`src/rtl/rs_err_correct.sv`:
```
// Final RS(544,514) decoder stage: applies Forney's (position, magnitude) list to the
// buffered codeword popped from the show-ahead FIFO and streams the corrected symbols out.
module rs_err_correct #(
    parameter int DATA_WIDTH = 10,
    parameter int N_SYM      = 544,
    parameter int T_MAX      = 15,
    parameter int POS_WIDTH  = 10
) (
    input  logic                  clk_i,
    input  logic                  rst_ni,
    input  logic [DATA_WIDTH-1:0] fifo_data_i,
    input  logic                  fifo_empty_i,
    output logic                  fifo_pull_o,
    input  logic                  err_valid_i,
    input  logic [POS_WIDTH-1:0]  err_pos_i,
    input  logic [DATA_WIDTH-1:0] err_mag_i,
    input  logic                  err_last_i,
    output logic                  err_ready_o,
    output logic                  out_valid_o,
    output logic [DATA_WIDTH-1:0] out_data_o,
    output logic                  out_sop_o,
    output logic                  out_eop_o,
    output logic                  out_fail_o,
    input  logic                  out_ready_i
);

    localparam int IDX_W      = $clog2(T_MAX + 1);
    localparam int LIST_DEPTH = 1 << IDX_W;
    localparam logic [POS_WIDTH-1:0] LAST_SYM  = POS_WIDTH'(N_SYM - 1);
    localparam logic [IDX_W-1:0]     T_MAX_IDX = IDX_W'(T_MAX);

    typedef enum logic {
        S_LOAD,
        S_STREAM
    } state_e;

    state_e state_q, state_d;

    logic [POS_WIDTH-1:0]  posList_q [LIST_DEPTH];
    logic [DATA_WIDTH-1:0] magList_q [LIST_DEPTH];

    logic [IDX_W-1:0]      wrIdx_q, wrIdx_d;
    logic [IDX_W-1:0]      rdIdx_q, rdIdx_d;
    logic [POS_WIDTH-1:0]  symCnt_q, symCnt_d;
    logic [POS_WIDTH-1:0]  lastPos_q, lastPos_d;
    logic                  fail_q, fail_d;

    logic                  outValid_q, outValid_d;
    logic [DATA_WIDTH-1:0] outData_q, outData_d;
    logic                  outSop_q, outSop_d;
    logic                  outEop_q, outEop_d;
    logic                  outFail_q, outFail_d;

    logic                  listWe;
    logic                  pull;
    logic                  match;
    logic [DATA_WIDTH-1:0] corr;

    // The list is consumed in ascending order, so only the head entry can match.
    assign match = !fail_q && (rdIdx_q < wrIdx_q) && (posList_q[rdIdx_q] == symCnt_q);
    assign corr  = match ? magList_q[rdIdx_q] : '0;

    always_comb begin
        state_d    = state_q;
        wrIdx_d    = wrIdx_q;
        rdIdx_d    = rdIdx_q;
        symCnt_d   = symCnt_q;
        lastPos_d  = lastPos_q;
        fail_d     = fail_q;
        outValid_d = outValid_q;
        outData_d  = outData_q;
        outSop_d   = outSop_q;
        outEop_d   = outEop_q;
        outFail_d  = outFail_q;
        listWe     = 1'b0;
        pull       = 1'b0;

        if (outValid_q && out_ready_i) begin
            outValid_d = 1'b0;
        end

        unique case (state_q)
            S_LOAD: begin
                if (err_valid_i) begin
                    if (wrIdx_q == T_MAX_IDX) begin
                        fail_d = 1'b1;
                    end else begin
                        listWe  = 1'b1;
                        wrIdx_d = wrIdx_q + 1'b1;
                    end
                    if (err_pos_i > LAST_SYM) begin
                        fail_d = 1'b1;
                    end
                    if ((wrIdx_q != '0) && (err_pos_i <= lastPos_q)) begin
                        fail_d = 1'b1;
                    end
                    lastPos_d = err_pos_i;
                    if (err_last_i) begin
                        state_d  = S_STREAM;
                        symCnt_d = '0;
                        rdIdx_d  = '0;
                    end
                end
            end
            S_STREAM: begin
                pull = !fifo_empty_i && (!outValid_q || out_ready_i);
                if (pull) begin
                    outValid_d = 1'b1;
                    outData_d  = fifo_data_i ^ corr;
                    outSop_d   = (symCnt_q == '0);
                    outEop_d   = (symCnt_q == LAST_SYM);
                    outFail_d  = fail_q;
                    if (match) begin
                        rdIdx_d = rdIdx_q + 1'b1;
                    end
                    if (symCnt_q == LAST_SYM) begin
                        state_d = S_LOAD;
                        wrIdx_d = '0;
                        fail_d  = 1'b0;
                    end else begin
                        symCnt_d = symCnt_q + 1'b1;
                    end
                end
            end
            default: state_d = S_LOAD;
        endcase
    end

    always_ff @(posedge clk_i or negedge rst_ni) begin
        if (!rst_ni) begin
            state_q    <= S_LOAD;
            wrIdx_q    <= '0;
            rdIdx_q    <= '0;
            symCnt_q   <= '0;
            lastPos_q  <= '0;
            fail_q     <= 1'b0;
            outValid_q <= 1'b0;
            outData_q  <= '0;
            outSop_q   <= 1'b0;
            outEop_q   <= 1'b0;
            outFail_q  <= 1'b0;
        end else begin
            state_q    <= state_d;
            wrIdx_q    <= wrIdx_d;
            rdIdx_q    <= rdIdx_d;
            symCnt_q   <= symCnt_d;
            lastPos_q  <= lastPos_d;
            fail_q     <= fail_d;
            outValid_q <= outValid_d;
            outData_q  <= outData_d;
            outSop_q   <= outSop_d;
            outEop_q   <= outEop_d;
            outFail_q  <= outFail_d;
        end
    end

    always_ff @(posedge clk_i or negedge rst_ni) begin
        if (!rst_ni) begin
            for (int i = 0; i < LIST_DEPTH; i++) begin
                posList_q[i] <= '0;
                magList_q[i] <= '0;
            end
        end else if (listWe) begin
            posList_q[wrIdx_q] <= err_pos_i;
            magList_q[wrIdx_q] <= err_mag_i;
        end
    end

    assign fifo_pull_o = pull;
    assign err_ready_o = (state_q == S_LOAD);
    assign out_valid_o = outValid_q;
    assign out_data_o  = outData_q;
    assign out_sop_o   = outSop_q;
    assign out_eop_o   = outEop_q;
    assign out_fail_o  = outFail_q;

endmodule

```
`config.mk`:
```
export PLATFORM = sky130hd
export DESIGN_NAME = rs_err_correct
export DESIGN_NICKNAME = d
export VERILOG_FILES = /design/src/rtl/rs_err_correct.sv
export SDC_FILE = /design/constraint.sdc
export NUM_CORES = 1
export LEC_CHECK = 0
export CORE_MARGIN = 1
export CORE_UTILIZATION = 30
export CTS_CLUSTER_DIAMETER = 200
export DETAILED_ROUTE_END_ITERATION = 16
export GPL_TIMING_DRIVEN = 0
export SLEW_MARGIN = 40
export SYNTH_ARGS = -nofsm -noshare
export SYNTH_HDL_FRONTEND = slang
export SYNTH_SLANG_ARGS = --single-unit
```
`constraint.sdc`:
```
create_clock -name clk_i -period 7 [get_ports clk_i]
set_input_delay 1.05 -clock clk_i [delete_from_list [all_inputs] [get_ports clk_i]]
set_output_delay 1.05 -clock clk_i [all_outputs]
set_load 0.02 [all_outputs]
```
==> out/metrics.cfg <==
[logic_synthesis]
synth_top_cell_by_area=dfrtp_1
synth.avg_cell_area_um2=13.62
syn-num-nets=1307
syn_area_um2=17030
synth_edf_count=0
yosysUniqueCellTypes=53
ys_seq_area_share_pct=53.47
synth_area_leaders=dfrtp_1 53%, mux2_2 20%, mux4_2 7.4%
yosys.area.top_type_share_pct=53.47
async_flop_share_pct=100.0
synth_ff_type=dfrtp_1
ys.warnings.count=0
synth.ff_latch_count=364
synth_cells=1251

[route]
drtIter0Drc=705
wire_per_inst_um=21.03
drc=0
postRouteAntennaNets=0
route.vias.total=10650
routed_wl_mm=44.72
dr.pass1.iters=5
via_per_inst=5.009

[timing]
finalSetupViolCount=0
finalHoldViolCount=0
tightest_slew_ns=0.8913
timing.final.crit_share_pct=59.19
fin_ws_ns=2.857
rsz0062_at_grt=no
period_minus_slack_ns=4.143
finalMaxSlewViolations=0
relSlewSlack_pct=40.58
fmax_ghz=0.2414
fin_skew_ns=0.01544

[worst_setup_path]
crit_type=primary input to primary output
worstPathRequired_ns=5.95
crit_buf_inv=4
path_depth=6
ff2ff_path_depth=9
start_kind=primary input
max_stage_delay_ns=0.70
crit_family=buffers and inverters
arrival_ns=3.09
endpoint_kind=primary output
crit_chain=clkdlybuf4s50_1 > nor2b_1 > or3_1 > inv_1 > clkbuf_1 > clkdlybuf4s50_1
cp_common_cell=clkdlybuf4s50_1
crit_slowest_cell=clkdlybuf4s50_1
path_max_fanout=10

[clocking]
postCtsSetupRepairBufs=0
cts_buffer_depth=3
postCtsHoldBufs=0
cts.repair.resized=0
root_buffer=clkbuf_16
ctsHtreeMaxLevel=2
cts_sinks=364
cts.clk_slew.worst_paths_ns=0.06
numCtsBuffers=38
cts_tree=built
clk_latency_ns=0.54

[floorplanning]
num_rows=86
die_y_um=240.3
core_area_um2=55630
die_w_um=240.3
start_util_pct=30.62
die-area_um2=57740
io-pin-count=52

[placed_design]
io_buffers=51
place_ws_ns=2.854
placed_cell_area_um2=18660
place_congestion=0.8005
dp_hpwl_mm=29.98

[power_and_ir_drop]
ir_drop_uv=169.5
power_leakage_nw=8.918
powerDensity_nw_per_um2=360.7

[grt]
gr-usage-met3_pct=2.939
first_global_vias=11250
grt_pass1_wl_mm=69.21
grt.total_usage_pct=16.02
grtUsageMet2_pct=25.89
grt-ovfl-total=0
grt_max_degree=76
antenna_found_initial=0
grt_most_used_layer=met2
use_met1_pct=21.57

[final_layout]
fin_nets=1405
nFillCells=5338
final_cell_mix=364 x dfrtp_1, 301 x mux2_2, 75 x clkbuf_1
final_common_cell=dfrtp_1
final_cell_area_um2=19900
synthToLayoutAreaGrowth_pct=16.81
drive_gt1_share_pct=34.01

[status]
status=complete, no violations

[flow_run]
max_cap_viol_count=0

[worst_hold_path]
min_path_type=primary input to asynchronous set/reset pin

## metrics by stage
step           total power [mW]   TNS, ns  utilization (%)  hold slack [ns]  cells
2_1_floorplan             4.539         0                -           0.4240   1251
3_3_place_gp              5.147  -3903.87            33.22           0.4355   2050
3_5_place_dp              5.227         0            33.55           0.4430   2056
4_1_cts                   7.242         0            35.73           0.3968   2123
5_1_grt                   7.567         0            35.76           0.4082   2124
6_report                  7.177         0            35.77           0.4036   2126
## cell usage after synthesis (5+ instances only)
cell type and count:
a21o_1 6, a22oi_1 7, a21oi_1 16, nand4_1 6
ha_1 20, nor2_1 45, buf_2 12, o22ai_1 7
nor3_1 7, nand2_1 55, buf_1 10, o21ai_0 27
a211o_1 6, o221ai_1 11, xor2_1 11, xnor2_1 6
mux2i_1 73, mux4_2 56, and2_1 6, dfrtp_1 364
or4_1 5, inv_1 20, buf_6 5, nor2b_1 5
mux2_2 301, a221oi_1 6, nand3_1 30, clkbuf_1 84
## registers in the layout, summed over array words and instances (netlist names)
signal	count
symCnt_q	10
fail_q	1
out_valid_o	1
out_data_o	10
out_sop_o	1
out_fail_o	1
state_q	1
wrIdx_q	4
lastPos_q	10
posList_q	160
magList_q	160
out_eop_o	1
rdIdx_q	4
## kinds of logic after synthesis
| logic type | count (synthesis) | synth area share, % |
|---|---|---|
| adder cells (fa/ha/maj) | 20 | 1.469 |
| AND/OR/NAND/NOR | 180 | 5.076 |
| AO/OA/AOI/OAI | 105 | 4.165 |
| buffers and inverters | 135 | 3.349 |
| flip-flops | 364 | 53.47 |
| multiplexers | 430 | 31.59 |
| XOR/XNOR | 17 | 0.8741 |
## power by group
part	total, mW	leakage [nW]	switching (mW)	internal (mW)
sequential	3.00	4.86	0.302	2.70
combinational	2.19	3.46	1.04	1.14
clock	1.99	0.599	0.831	1.16
## layer usage
metal / part of all wire [%] / wire length [µm]
met1: 44 / 19900
met2: 47 / 21070
met3: 5.4 / 2394
met4: 3.0 / 1362
met5: 0 / 0
## path summary, 6_finish.rpt
kind	from	slack, ns	end
min reg2reg	magList_q[9]	0.45	magList_q[9]
max reg2reg	rdIdx_q[2]	3.02	out_data_o[1]
min in group clk_i	magList_q[9]	0.45	magList_q[9]
max	out_ready_i	2.86	fifo_pull_o
max in group asynchronous	rst_ni	5.23	magList_q[116]
min	rst_ni	0.40	posList_q[52]
## final cells by class
class                      instances  area (µm²)  share of cell area (%)
inverter                          21       78.83                  0.3962
timing repair buffer              58       675.6                   3.396
clock inverter                     7       71.32                  0.3584
sequential                       364        9109                   45.78
buffer                           114       521.8                   2.622
antenna                            2       5.005                 0.02515
multi-input combinational        752        7355                   36.96
clock buffer                      60        1145                   5.754
tap                              748       935.9                   4.704
## worst reg2reg max path, cell delays in order (launching register included)
cell and delay, ns:
dfrtp_1 0.37, clkbuf_1 0.33, buf_2 0.43, clkbuf_1 0.71
clkbuf_1 0.70, clkbuf_1 0.59, a21oi_1 0.28, nand2_1 0.12
mux2i_1 0.07, a211o_1 0.26
Power figures use the tool's default switching activity.
